**config.mk**
```make
export PLATFORM = sky130hd
export DESIGN_NAME = simon_key_sched
export DESIGN_NICKNAME = d
export VERILOG_FILES = /design/src/rtl/simon_pkg.sv /design/src/rtl/simon_key_step.sv /design/src/rtl/simon_key_sched.sv
export SDC_FILE = /design/constraint.sdc
export NUM_CORES = 1
export LEC_CHECK = 0
export CORE_MARGIN = 2
export CORE_UTILIZATION = 50
export CTS_BUF_LIST = sky130_fd_sc_hd__clkbuf_8 sky130_fd_sc_hd__clkbuf_16
export DETAILED_ROUTE_END_ITERATION = 10
export GPL_TIMING_DRIVEN = 0
export PLACE_DENSITY = 0.91
export SETUP_SLACK_MARGIN = 0.02
export SYNTH_ARGS = -nofsm -noshare
export SYNTH_HDL_FRONTEND = slang
export SYNTH_HIERARCHICAL = 1
export SYNTH_SLANG_ARGS = --single-unit
```
**constraint.sdc**
```tcl
create_clock -name clk -period 7.2 [get_ports clk]
set_clock_uncertainty 0.1 [all_clocks]
set_input_delay 1.44 -clock clk [delete_from_list [all_inputs] [get_ports clk]]
set_output_delay 1.44 -clock clk [all_outputs]
set_load 0.01 [all_outputs]
```
**src/rtl/simon_pkg.sv**
```systemverilog
// Simon key-schedule constants: z sequences, per-configuration round count and
// z index, the C constant, and the legality check for (WORD_W, KEY_WORDS).
package simon_pkg;

  typedef enum logic {ST_IDLE, ST_RUN} state_e;

  // Row j holds z_j with the first published bit in bit 61 (read as [61-i]).
  localparam logic [61:0] Z_TAB [5] = '{
    62'b11111010001001010110000111001101111101000100101011000011100110,
    62'b10001110111110010011000010110101000111011111001001100001011010,
    62'b10101111011100000011010010011000101000010001111110010110110011,
    62'b11011011101011000110010111100000010010001010011100110100001111,
    62'b11010001111001101011011000100000010111000011001010010011101111
  };

  function automatic bit simon_legal(input int n, input int m);
    return (n == 16 && m == 4) ||
           (n == 24 && (m == 3 || m == 4)) ||
           (n == 32 && (m == 3 || m == 4)) ||
           (n == 48 && (m == 2 || m == 3)) ||
           (n == 64 && (m >= 2 && m <= 4));
  endfunction

  function automatic int simon_rounds(input int n, input int m);
    if (n == 16) return 32;
    if (n == 24) return (m == 3) ? 36 : 36;
    if (n == 32) return (m == 3) ? 42 : 44;
    if (n == 48) return (m == 2) ? 52 : 54;
    if (n == 64) return (m == 2) ? 68 : (m == 3) ? 69 : 72;
    return 0;
  endfunction

  function automatic int simon_z_idx(input int n, input int m);
    if (n == 16) return 0;
    if (n == 24) return (m == 3) ? 0 : 1;
    if (n == 32) return (m == 3) ? 2 : 3;
    if (n == 48) return (m == 2) ? 2 : 3;
    if (n == 64) return (m == 2) ? 2 : (m == 3) ? 3 : 4;
    return 0;
  endfunction

  // C = 2^n - 4, returned zero-extended to 64 bits.
  function automatic logic [63:0] simon_c(input int n);
    logic [63:0] msk;
    msk = (n >= 64) ? '1 : ((64'd1 << n) - 64'd1);
    return msk - 64'd3;
  endfunction

endpackage

```
**src/rtl/simon_key_step.sv**
```systemverilog
// One Simon key-expansion step: the new key word appended after each round.
module simon_key_step
  import simon_pkg::*;
#(
  parameter int WORD_W    = 16,
  parameter int KEY_WORDS = 4
) (
  input  logic [KEY_WORDS-1:0][WORD_W-1:0] kr_i,
  input  logic                             z_i,
  output logic [WORD_W-1:0]                new_o
);

  localparam logic [WORD_W-1:0] C = WORD_W'(simon_c(WORD_W));

  logic [WORD_W-1:0] t;

  // T = ror(k[m-1],3) (^ k[1] for four-word keys); NEW = C ^ z ^ k[0] ^ T ^ ror(T,1)
  always_comb begin
    t = {kr_i[KEY_WORDS-1][2:0], kr_i[KEY_WORDS-1][WORD_W-1:3]};
    if (KEY_WORDS == 4) t = t ^ kr_i[1];
    new_o = C ^ WORD_W'(z_i) ^ kr_i[0] ^ t ^ {t[0], t[WORD_W-1:1]};
  end

endmodule

```
**src/rtl/simon_key_sched.sv**
```systemverilog
// Simon key-expansion engine: accepts a master key, streams ROUNDS subkeys in
// round order over valid/ready, one per cycle when the consumer is ready.
module simon_key_sched
  import simon_pkg::*;
#(
  parameter int WORD_W    = 16,
  parameter int KEY_WORDS = 4
) (
  input  logic                          clk,
  input  logic                          rst,
  input  logic [KEY_WORDS*WORD_W-1:0]   key_in,
  input  logic                          key_in_vld,
  output logic                          key_in_rdy,
  output logic [WORD_W-1:0]             subkey_out,
  output logic [6:0]                    subkey_round,
  output logic                          subkey_last,
  output logic                          subkey_out_vld,
  input  logic                          subkey_out_rdy
);

  localparam int          ROUNDS = simon_rounds(WORD_W, KEY_WORDS);
  localparam int          Z_IDX  = simon_z_idx(WORD_W, KEY_WORDS);
  localparam logic [61:0] ZROW   = Z_TAB[Z_IDX];
  localparam logic [6:0]  LAST_R = 7'(ROUNDS - 1);

  if (!simon_legal(WORD_W, KEY_WORDS)) begin : g_bad_cfg
    $error("simon_key_sched: illegal (WORD_W, KEY_WORDS) pair");
  end

  state_e                           state_q, state_d;
  logic [KEY_WORDS-1:0][WORD_W-1:0] kr_q, kr_d;
  logic [6:0]                       r_q, r_d;
  logic [5:0]                       zc_q, zc_d;   // r mod 62, kept separately
  logic [WORD_W-1:0]                new_w;

  simon_key_step #(.WORD_W(WORD_W), .KEY_WORDS(KEY_WORDS)) u_step (
    .kr_i  (kr_q),
    .z_i   (ZROW[6'd61 - zc_q]),
    .new_o (new_w)
  );

  // Outputs come straight from registers; nothing combinational from inputs.
  assign key_in_rdy     = (state_q == ST_IDLE);
  assign subkey_out_vld = (state_q == ST_RUN);
  assign subkey_out     = kr_q[0];
  assign subkey_round   = r_q;
  assign subkey_last    = (state_q == ST_RUN) && (r_q == LAST_R);

  // Key capture in IDLE; shift-and-append on each subkey handshake in RUN.
  always_comb begin
    state_d = state_q;
    kr_d    = kr_q;
    r_d     = r_q;
    zc_d    = zc_q;
    case (state_q)
      ST_IDLE: if (key_in_vld) begin
        kr_d    = key_in;
        r_d     = '0;
        zc_d    = '0;
        state_d = ST_RUN;
      end
      ST_RUN: if (subkey_out_rdy) begin
        for (int i = 0; i < KEY_WORDS - 1; i++) kr_d[i] = kr_q[i+1];
        kr_d[KEY_WORDS-1] = new_w;
        zc_d = (zc_q == 6'd61) ? 6'd0 : zc_q + 6'd1;
        if (r_q == LAST_R) begin
          r_d     = '0;   // park the index at 0 so it only ever shows 0..ROUNDS-1
          state_d = ST_IDLE;
        end else begin
          r_d = r_q + 7'd1;
        end
      end
      default: state_d = ST_IDLE;
    endcase
  end

  // State registers with synchronous reset.
  always_ff @(posedge clk) begin
    if (rst) begin
      state_q <= ST_IDLE;
      kr_q    <= '0;
      r_q     <= '0;
      zc_q    <= '0;
    end else begin
      state_q <= state_d;
      kr_q    <= kr_d;
      r_q     <= r_d;
      zc_q    <= zc_d;
    end
  end

endmodule

```
Word level (Yosys, flattened, before mapping)
Memory sizes are Yosys's and may differ from the RTL's.
Cells that the tools add are included.
W data, S select, Z words.
{"block": "classes", "bitwise_logic": 5, "n_addsub": 3, "n_reduce_logical": 2, "eq_ne": 4, "n_mux": 16, "n_lt_le_gt_ge": 1}
{"cell": "$mux W64", "n": 2}
{"cell": "$pmux W64 S2", "n": 1}
{"cell": "$xor A16 B16 Y16", "n": 4}
{"cell": "$mux W7", "n": 3}
{"cell": "$mux W6", "n": 3}
{"cell": "$pmux W7 S2", "n": 1}
{"cell": "$pmux W6 S2", "n": 1}
{"cell": "$add A7 B1 Y7 const B", "n": 1}
{"cell": "$eq A7 B5 Y1 const B", "n": 1}
{"cell": "$lt A6 B7 Y1 const B", "n": 1}
{"cell": "$add A6 B1 Y6 const B", "n": 1}
{"cell": "$eq A6 B6 Y1 const B", "n": 1}
{"cell": "$sub A6 B6 Y6 const A", "n": 1}
{"cell": "$mux W1", "n": 4}
{"cell": "$ne A2 B2 Y1 const B", "n": 2}
{"cell": "$pmux W1 S2", "n": 1}
{"cell": "$reduce_and A2 Y1", "n": 1}
{"cell": "$logic_and A1 B1 Y1", "n": 1}
{"cell": "$not A1 Y1", "n": 1}
{"block": "word_totals", "word_cells": 39, "reg_bits": 78, "in_bits": 68, "n_memories": 1, "rom_bits": 64}
{"name": "(no name shown)", "depth": 64, "width": 1, "read_ports": 1, "rd_ports_with_merged_regs": 0, "write_ports": 0, "line_no": "simon_key_sched.sv:38", "text": ".z_i (ZROW[6'd61 - zc_q]),"}

Logic depth before layout (Yosys ltp)
Gate-level depths: netlist of run 1.
{"block": "depth", "ltp_word": 8, "ltp_mapped": 11, "ltp_nobuf": 11}

Cells and area by module
Netlist of run 1, hierarchy kept.
{"mod": "simon_key_sched", "area_each_um2": 3930.0, "cells_per_inst": 431, "instances": 1}
{"mod": "simon_key_step", "area_each_um2": 518.0, "cells_per_inst": 33, "instances": 1}

Worst setup path before layout of run 1
OpenSTA, ideal clock, no wires.
{"block": "synth_timing", "path_type": "reg2reg", "startpoint": "register zc_q[1]", "endpoint": "register kr_q[48] in the netlist's numbering", "t_arrival_ns": 2.433, "stages_incl_launch_ff": 12, "period_less_slack_ns": 2.668, "slack_ns": 4.532, "cell_sequence": "dfxtp_1 > ha_1 > buf_6 > xor2_4 > mux4_2 > nor2_1 > a21oi_1 > o21ai_1 > xnor2_1 > xnor3_1 > mux2i_1 > a211oi_1"}
{"block": "synth_via", "elab_chain_len": 8}
{"element": "from (decl)", "line_no": "simon_key_sched.sv:33", "text": "logic [5:0] zc_q, zc_d;"}
{"element": "from (signal assigned)", "line_no": "simon_key_sched.sv:88", "text": "zc_q <= zc_d;"}
{"element": "$sub A6 B6 Y6", "line_no": "simon_key_sched.sv:38"}
{"element": "$mem_v2 Z64 W1"}
{"element": "$mux W1 (not written as such)", "line_no": "simon_key_sched.sv:38"}
{"element": "$xor A16 B16 Y16 (3 in series)", "line_no": "simon_key_step.sv:21", "text": "new_o = C ^ WORD_W'(z_i) ^ kr_i[0] ^ t ^ {t[0], t[WORD_W-1:1]};"}
{"element": "via new_w[0]", "line_no": "simon_key_sched.sv:34", "text": "logic [WORD_W-1:0] new_w;"}
{"element": "$mux W64", "line_no": "simon_key_sched.sv:62", "text": "ST_RUN: if (subkey_out_rdy) begin"}
{"element": "$pmux W64 S2", "line_no": "simon_key_sched.sv:55", "text": "case (state_q)"}
{"element": "to (signal assigned)", "line_no": "simon_key_sched.sv:86", "text": "kr_q <= kr_d;"}
{"element": "to (decl)", "line_no": "simon_key_sched.sv:31", "text": "logic [KEY_WORDS-1:0][WORD_W-1:0] kr_q, kr_d;"}
The timed path passes the listed nets, and every way through them passes these cells. The select of a mux whose other input is x is not followed.
A chain may end at the register's enable or synchronous reset.

Worst setup path in the final report of run 1
{"block": "layout_timing", "startpoint": "register r_q[0] (netlist: subkey_round[0])", "endpoint": "output port subkey_last"}
{"block": "layout_via", "elab_chain_len": 2}
{"element": "from (decl)", "line_no": "simon_key_sched.sv:32", "text": "logic [6:0] r_q, r_d;"}
{"element": "from (signal assigned)", "line_no": "simon_key_sched.sv:87", "text": "r_q <= r_d;"}
{"element": "$eq A7 B5 Y1", "line_no": "simon_key_sched.sv:47", "text": "assign subkey_last = (state_q == ST_RUN) && (r_q == LAST_R);"}
{"element": "$logic_and A1 B1 Y1", "line_no": "simon_key_sched.sv:47"}
{"element": "to (decl)", "line_no": "simon_key_sched.sv:16", "text": "output logic subkey_last,"}
No other way between the ends.

==> summary.txt, run 1 <==
Worst VDD drop -> 128 µV
Worst Path Required -> 5.66 ns
Post-Syn Area -> 4450 µm²
Total clock sinks -> 78
Fmax -> 279 MHz
Pleak -> 2.38 nW
First-pass GRT wire length -> 19300 µm
Reg-to-reg critical path startpoint -> zc_q[1]
Startpoint Class -> flip-flop
Hold Path Class -> flip-flop to flip-flop
Largest net degree at the start of global routing -> 13
Fin crit period -> 3.59 ns
Ant diodes -> 0
Hold Vio Cnt, Final -> 0
Syn Area/Cell -> 9.59 µm²
Outcome -> finished clean
Fin crit share -> 49.8%
Critical path type -> flip-flop to primary output
Slew @ Worst Pin -> 0.625 ns
Rows -> 34
Die Width -> 98.3 µm
Setup_tns -> 0 ns
Post-CTS setup buffer count -> 0
ANT nets after route -> 0
Die Span Y -> 98.3 µm
Setup Viol. Count Final -> 0
DR pass1 iterations -> 5
Reg clk slew, reported paths -> 0.08 ns
Main synth FF type -> dfxtp_1
Commonest cells after routing, fill and taps aside -> clkdlybuf4s50_1, nor2_1, dfxtp_1
Routed Wire Length -> 12600 µm
Ports -> 94
Detail Placement HPWL -> 9220 µm
Antenna violations before repair -> 0
Share of cells above drive strength 1 -> 10.2%
Gr usage total -> 25.3%
Post-synth net total -> 542
Routed len/inst -> 18.6 µm
Root Buffer -> clkbuf_8
Slew Limit Headroom -> 58.3%
Fillcell total -> 661
CORE AREA -> 8680 µm²
Max cap viols -> 0
P per Cell Area -> 223 nW/µm²
Syn-to-layout area delta -> 29.5%
Vias in the first global route -> 3927
DR DRC count -> 0
Gate Count Post-Synth -> 464
Synth area leaders -> dfxtp_1, mux2i_1, a211oi_1
Clock Latency Late Sink -> 0.36 ns
Overall power -> 1.28 mW
H-tree levels -> 3
CP arrival -> 2.05 ns
CTS Buf Count -> 9
Cts hold-fix bufs -> 0
Avg Vias per Cell -> 5.87
Initial DRC Count -> 279
Via count -> 3979
Port bufs -> 92
Min-delay src -> kr_q[43]
Top cell type by total area after synthesis -> dfxtp_1
Fin nets -> 645
Die ar. -> 9670 µm²
Area share of the largest cell type after synthesis -> 35.1%
CP max FO -> 5
Warning count from the yosys run -> 6
CP Capture Type -> primary output
Post-synth EDFFs -> 0
Initial Utilization -> 51.3%
Flops & latches, synth -> 78
Clock tree buffer depth -> 2
Gpl congestion -> 0.857
CTS resizes -> 0
Ys async rst share -> 0%
Unrepaired setup endpoints after global routing -> false
CP startpoint -> subkey_round[0]
Grt total ovfl -> 0
Sequential element share of the synthesized area -> 35.1%
TritonCTS clock tree -> done
Max Slew Vio Count -> 0
Post-synthesis cell type count -> 44
Most common cell after layout, fill and taps aside -> clkdlybuf4s50_1
## final timing paths
path	to	slack, ns	cells past startpoint
hold reg to reg	kr_q[43]	0.40	2
setup reg to reg	kr_q[48]	4.00	11
setup / recovery	subkey_last	3.61	4
hold / removal	kr_q[43]	0.40	2
## layout make-up
class | count | area, µm² | share of cell area (%)
flip-flops and latches | 78 | 1560 | 27.1
multi-input cells | 328 | 2570 | 44.6
well taps | 108 | 135 | 2.35
clock inverters | 4 | 120 | 2.08
plain buffers | 52 | 297 | 5.15
inverters | 6 | 22.5 | 0.391
repair buffers | 92 | 921 | 16.0
clock buffers | 10 | 138 | 2.39
## synthesized netlist by cell type (2+ instances only)
library cell	number
buf_2	15
a22oi_1	2
nand2_1	8
o21ai_0	5
nor3_1	4
nand2_2	2
mux2i_1	65
and3_1	2
a211oi_1	65
nor2_1	82
buf_4	20
xor2_1	15
a311oi_1	4
a21oi_1	13
xnor3_1	15
xnor2_1	4
inv_1	6
dfxtp_1	78
and2_1	2
nand3_1	8
or3_1	2
ha_1	10
clkbuf_1	16
## worst max-delay path, cell delays in order (launching register included)
cell and delay (ns):
dfxtp_1 0.41, ha_1 0.24, nand4_1 0.16, nor4_1 0.27, clkdlybuf4s50_1 0.60
## metal layers
metal / vias to the layer above / wire (µm) / part of all wire (%) / GRT usage [%]
li1: 1857 / - / - / -
met1: 1905 / 5090 / 40 / 31.4
met2: 187 / 6200 / 49 / 43.6
met3: 30 / 933 / 7.4 / 3.87
met4: 0 / 379 / 3.0 / 10.7
met5: - / 0 / 0 / 0
## per-stage QoR
| step | worst slack [ns] | util [%] | cell area (µm²) | cells | hold slack [ns] |
|---|---|---|---|---|---|
| 5_1_grt | 3.56 | 66.4 | 5760 | 678 | 0.427 |
| 3_3_place_gp | 4.04 | 63.4 | 5500 | 664 | 0.388 |
| 3_5_place_dp | 3.89 | 63.4 | 5500 | 664 | 0.393 |
| 4_1_cts | 3.65 | 66.4 | 5760 | 678 | 0.401 |
| 6_report | 3.61 | 66.4 | 5760 | 678 | 0.404 |
| 2_1_floorplan | 4.53 | - | 4450 | 464 | 0.378 |
## state kept, by name, indices dropped and copies added (netlist names)
name            cells
subkey_out         16
kr_q               48
zc_q                6
subkey_round        7
subkey_out_vld      1
## cells by family (layout without fill, tap and decap cells)
family	count (synthesis)	in the layout	synth area share, %
AOI/OAI and AO/OA	97	97	15.5
xor gates and xnor gates	37	37	12.9
adders and majority gates	11	11	3.04
buffers and inverters	58	164	7.17
DFF	78	78	35.1
muxes	67	67	15.4
and+or+nand+nor	116	116	10.9
## where the power goes
group          total (mW)  internal [mW]  switching [mW]
Sequential          0.509          0.471          0.0382
Combinational       0.342          0.192           0.150
Clock               0.431          0.271           0.160
Total                1.28          0.934           0.349
Note: power is estimated with default switching activity, not from simulation.
==> run 2: changes to the inputs <==
clock period = 3.31 ns   (was 7.2 ns; I/O delays follow)
==> run 2 against run 1 <==
Sequential cell count unchanged; utilization hardly changed; wire length unchanged; hold slack unchanged; worst setup slack lost 3.4 ns; critical path depth up 7; power is 120% higher; via count unchanged; critical endpoint is now kr_q[48].
==> summary.txt, run 2 (synthesis gave the netlist of run 1 again) <==
Outcome -> finished clean
Fin crit period -> 3.12 ns
Largest net degree at the start of global routing -> 13
Unrepaired setup endpoints after global routing -> false
DR DRC count -> 0
Max Slew Vio Count -> 0
Ant diodes -> 0
Hold Vio Cnt, Final -> 0
Register name with the most flops -> kr_q
WHS Path Cells -> 2
Share of cells above drive strength 1 -> 10.4%
FF-to-FF setup slack -> 0.19 ns
CP max FO -> 7
Min-delay src -> kr_q[43]
Detail Placement HPWL -> 9220 µm
CP Capture Type -> flip-flop
Reg-to-reg critical path startpoint -> zc_q[2]
Critical R2R Capture -> kr_q[48]
Antenna violations before repair -> 0
TritonCTS clock tree -> done
Clock tree buffer depth -> 2
Setup_tns -> 0 ns
Critical path type -> flip-flop to flip-flop
Commonest cells after routing, fill and taps aside -> clkdlybuf4s50_1, nor2_1, dfxtp_1
Cts hold-fix bufs -> 0
Setup Viol. Count Final -> 0
Max cap viols -> 0
Pleak -> 2.38 nW
First-pass GRT wire length -> 19300 µm
Routed Wire Length -> 12600 µm
Vias in the first global route -> 3927
Routed len/inst -> 18.6 µm
Die ar. -> 9670 µm²
Total clock sinks -> 78
Worst Path Required -> 3.43 ns
DR pass1 iterations -> 5
Reg2reg path depth -> 11
Max reg flops -> 48
Slew @ Worst Pin -> 0.625 ns
Die Width -> 98.3 µm
Hold Path Class -> flip-flop to flip-flop
Reg clk slew, reported paths -> 0.08 ns
Design area -> 5760 µm²
Overall power -> 2.79 mW
Via count -> 3979
Port bufs -> 92
P per Cell Area -> 484 nW/µm²
Fmax -> 320 MHz
Post-Layout Cell Count -> 678
Die Span Y -> 98.3 µm
H-tree levels -> 3
Rows -> 34
Placed Cells -> 664
Most common cell after layout, fill and taps aside -> clkdlybuf4s50_1
Fin crit share -> 94.3%
CTS Buf Count -> 9
CORE AREA -> 8680 µm²
Hold Path End -> kr_q[43]
Gpl congestion -> 0.857
Ports -> 94
Syn-to-layout area delta -> 29.6%
Cell Area, Placed -> 5500 µm²
Initial Utilization -> 51.3%
ANT nets after route -> 0
Root Buffer -> clkbuf_8
CP arrival -> 3.24 ns
Initial DRC Count -> 279
Worst VDD drop -> 278 µV
Avg Vias per Cell -> 5.87
Clock Latency Late Sink -> 0.36 ns
Slew Limit Headroom -> 58.3%
Grt total ovfl -> 0
Fin nets -> 645
Startpoint Class -> flip-flop
Gr usage total -> 25.3%
-- run 2: cell counts in the layout (fill, tap and decap cells not counted) --
Identical to the previous run, type by type.
-- run 2: timing repair --
item                                    4_1_cts  5_1_grt
setup buffers                                 0        0
endpoints found under the setup margin        0        1
gates resized for setup                       0        1
-- run 2: metal layers --
layer / global-route usage [%] / up-vias / share of wire (%)
li1: - / 1857 / -
met1: 31.4 / 1905 / 40
met2: 43.6 / 187 / 49
met3: 3.87 / 30 / 7.4
met4: 10.7 / 0 / 3.0
met5: 0 / - / 0
-- run 2: how the worst max path moves through the flow --
stage	start	endpoint	slack (ns)	cells past startpoint
2_1_floorplan	zc_q[1]	kr_q[48]	0.64	11
3_3_place_gp	zc_q[1]	kr_q[48]	0.27	11
3_5_place_dp	zc_q[1]	kr_q[48]	0.15	11
4_1_cts	zc_q[1]	kr_q[48]	0.14	11
5_1_grt	zc_q[2]	kr_q[48]	0.07	11
6_report	zc_q[2]	kr_q[48]	0.19	11
-- run 2: layout make-up --
type	instances	area, µm²
Fill cell	662	2920
Multi-Input combinational cell	328	2570
Sequential cell	78	1560
Timing Repair Buffer	92	921
Buffer	52	297
Clock buffer	10	138
Tap cell	108	135
Clock inverter	4	120
Inverter	6	22.5
-- run 2: where the power goes --
group | internal, mW | leakage (nW) | switching [mW]
registers | 1.02 | 0.645 | 0.0831
logic | 0.418 | 1.61 | 0.327
clock network | 0.590 | 0.128 | 0.348
-- run 2: critical path, stage by stage (launching register included) --
cell and delay [ns]:
dfxtp_1 0.47, ha_1 0.22, buf_6 0.14, xor2_4 0.24, mux4_2 0.54, nor2_1 0.11, a21oi_1 0.05, o21ai_1 0.20
xnor2_1 0.26, xnor3_1 0.39, mux2i_1 0.16, a211oi_1 0.10
-- run 2: per-stage QoR --
step / hold slack (ns) / worst slack (ns) / utilization, %
floorplan: 0.378 / 0.642 / -
global placement: 0.388 / 0.265 / 63.4
detailed placement: 0.393 / 0.152 / 63.4
CTS: 0.401 / 0.140 / 66.4
global route: 0.427 / 0.0656 / 66.4
finish: 0.404 / 0.189 / 66.4
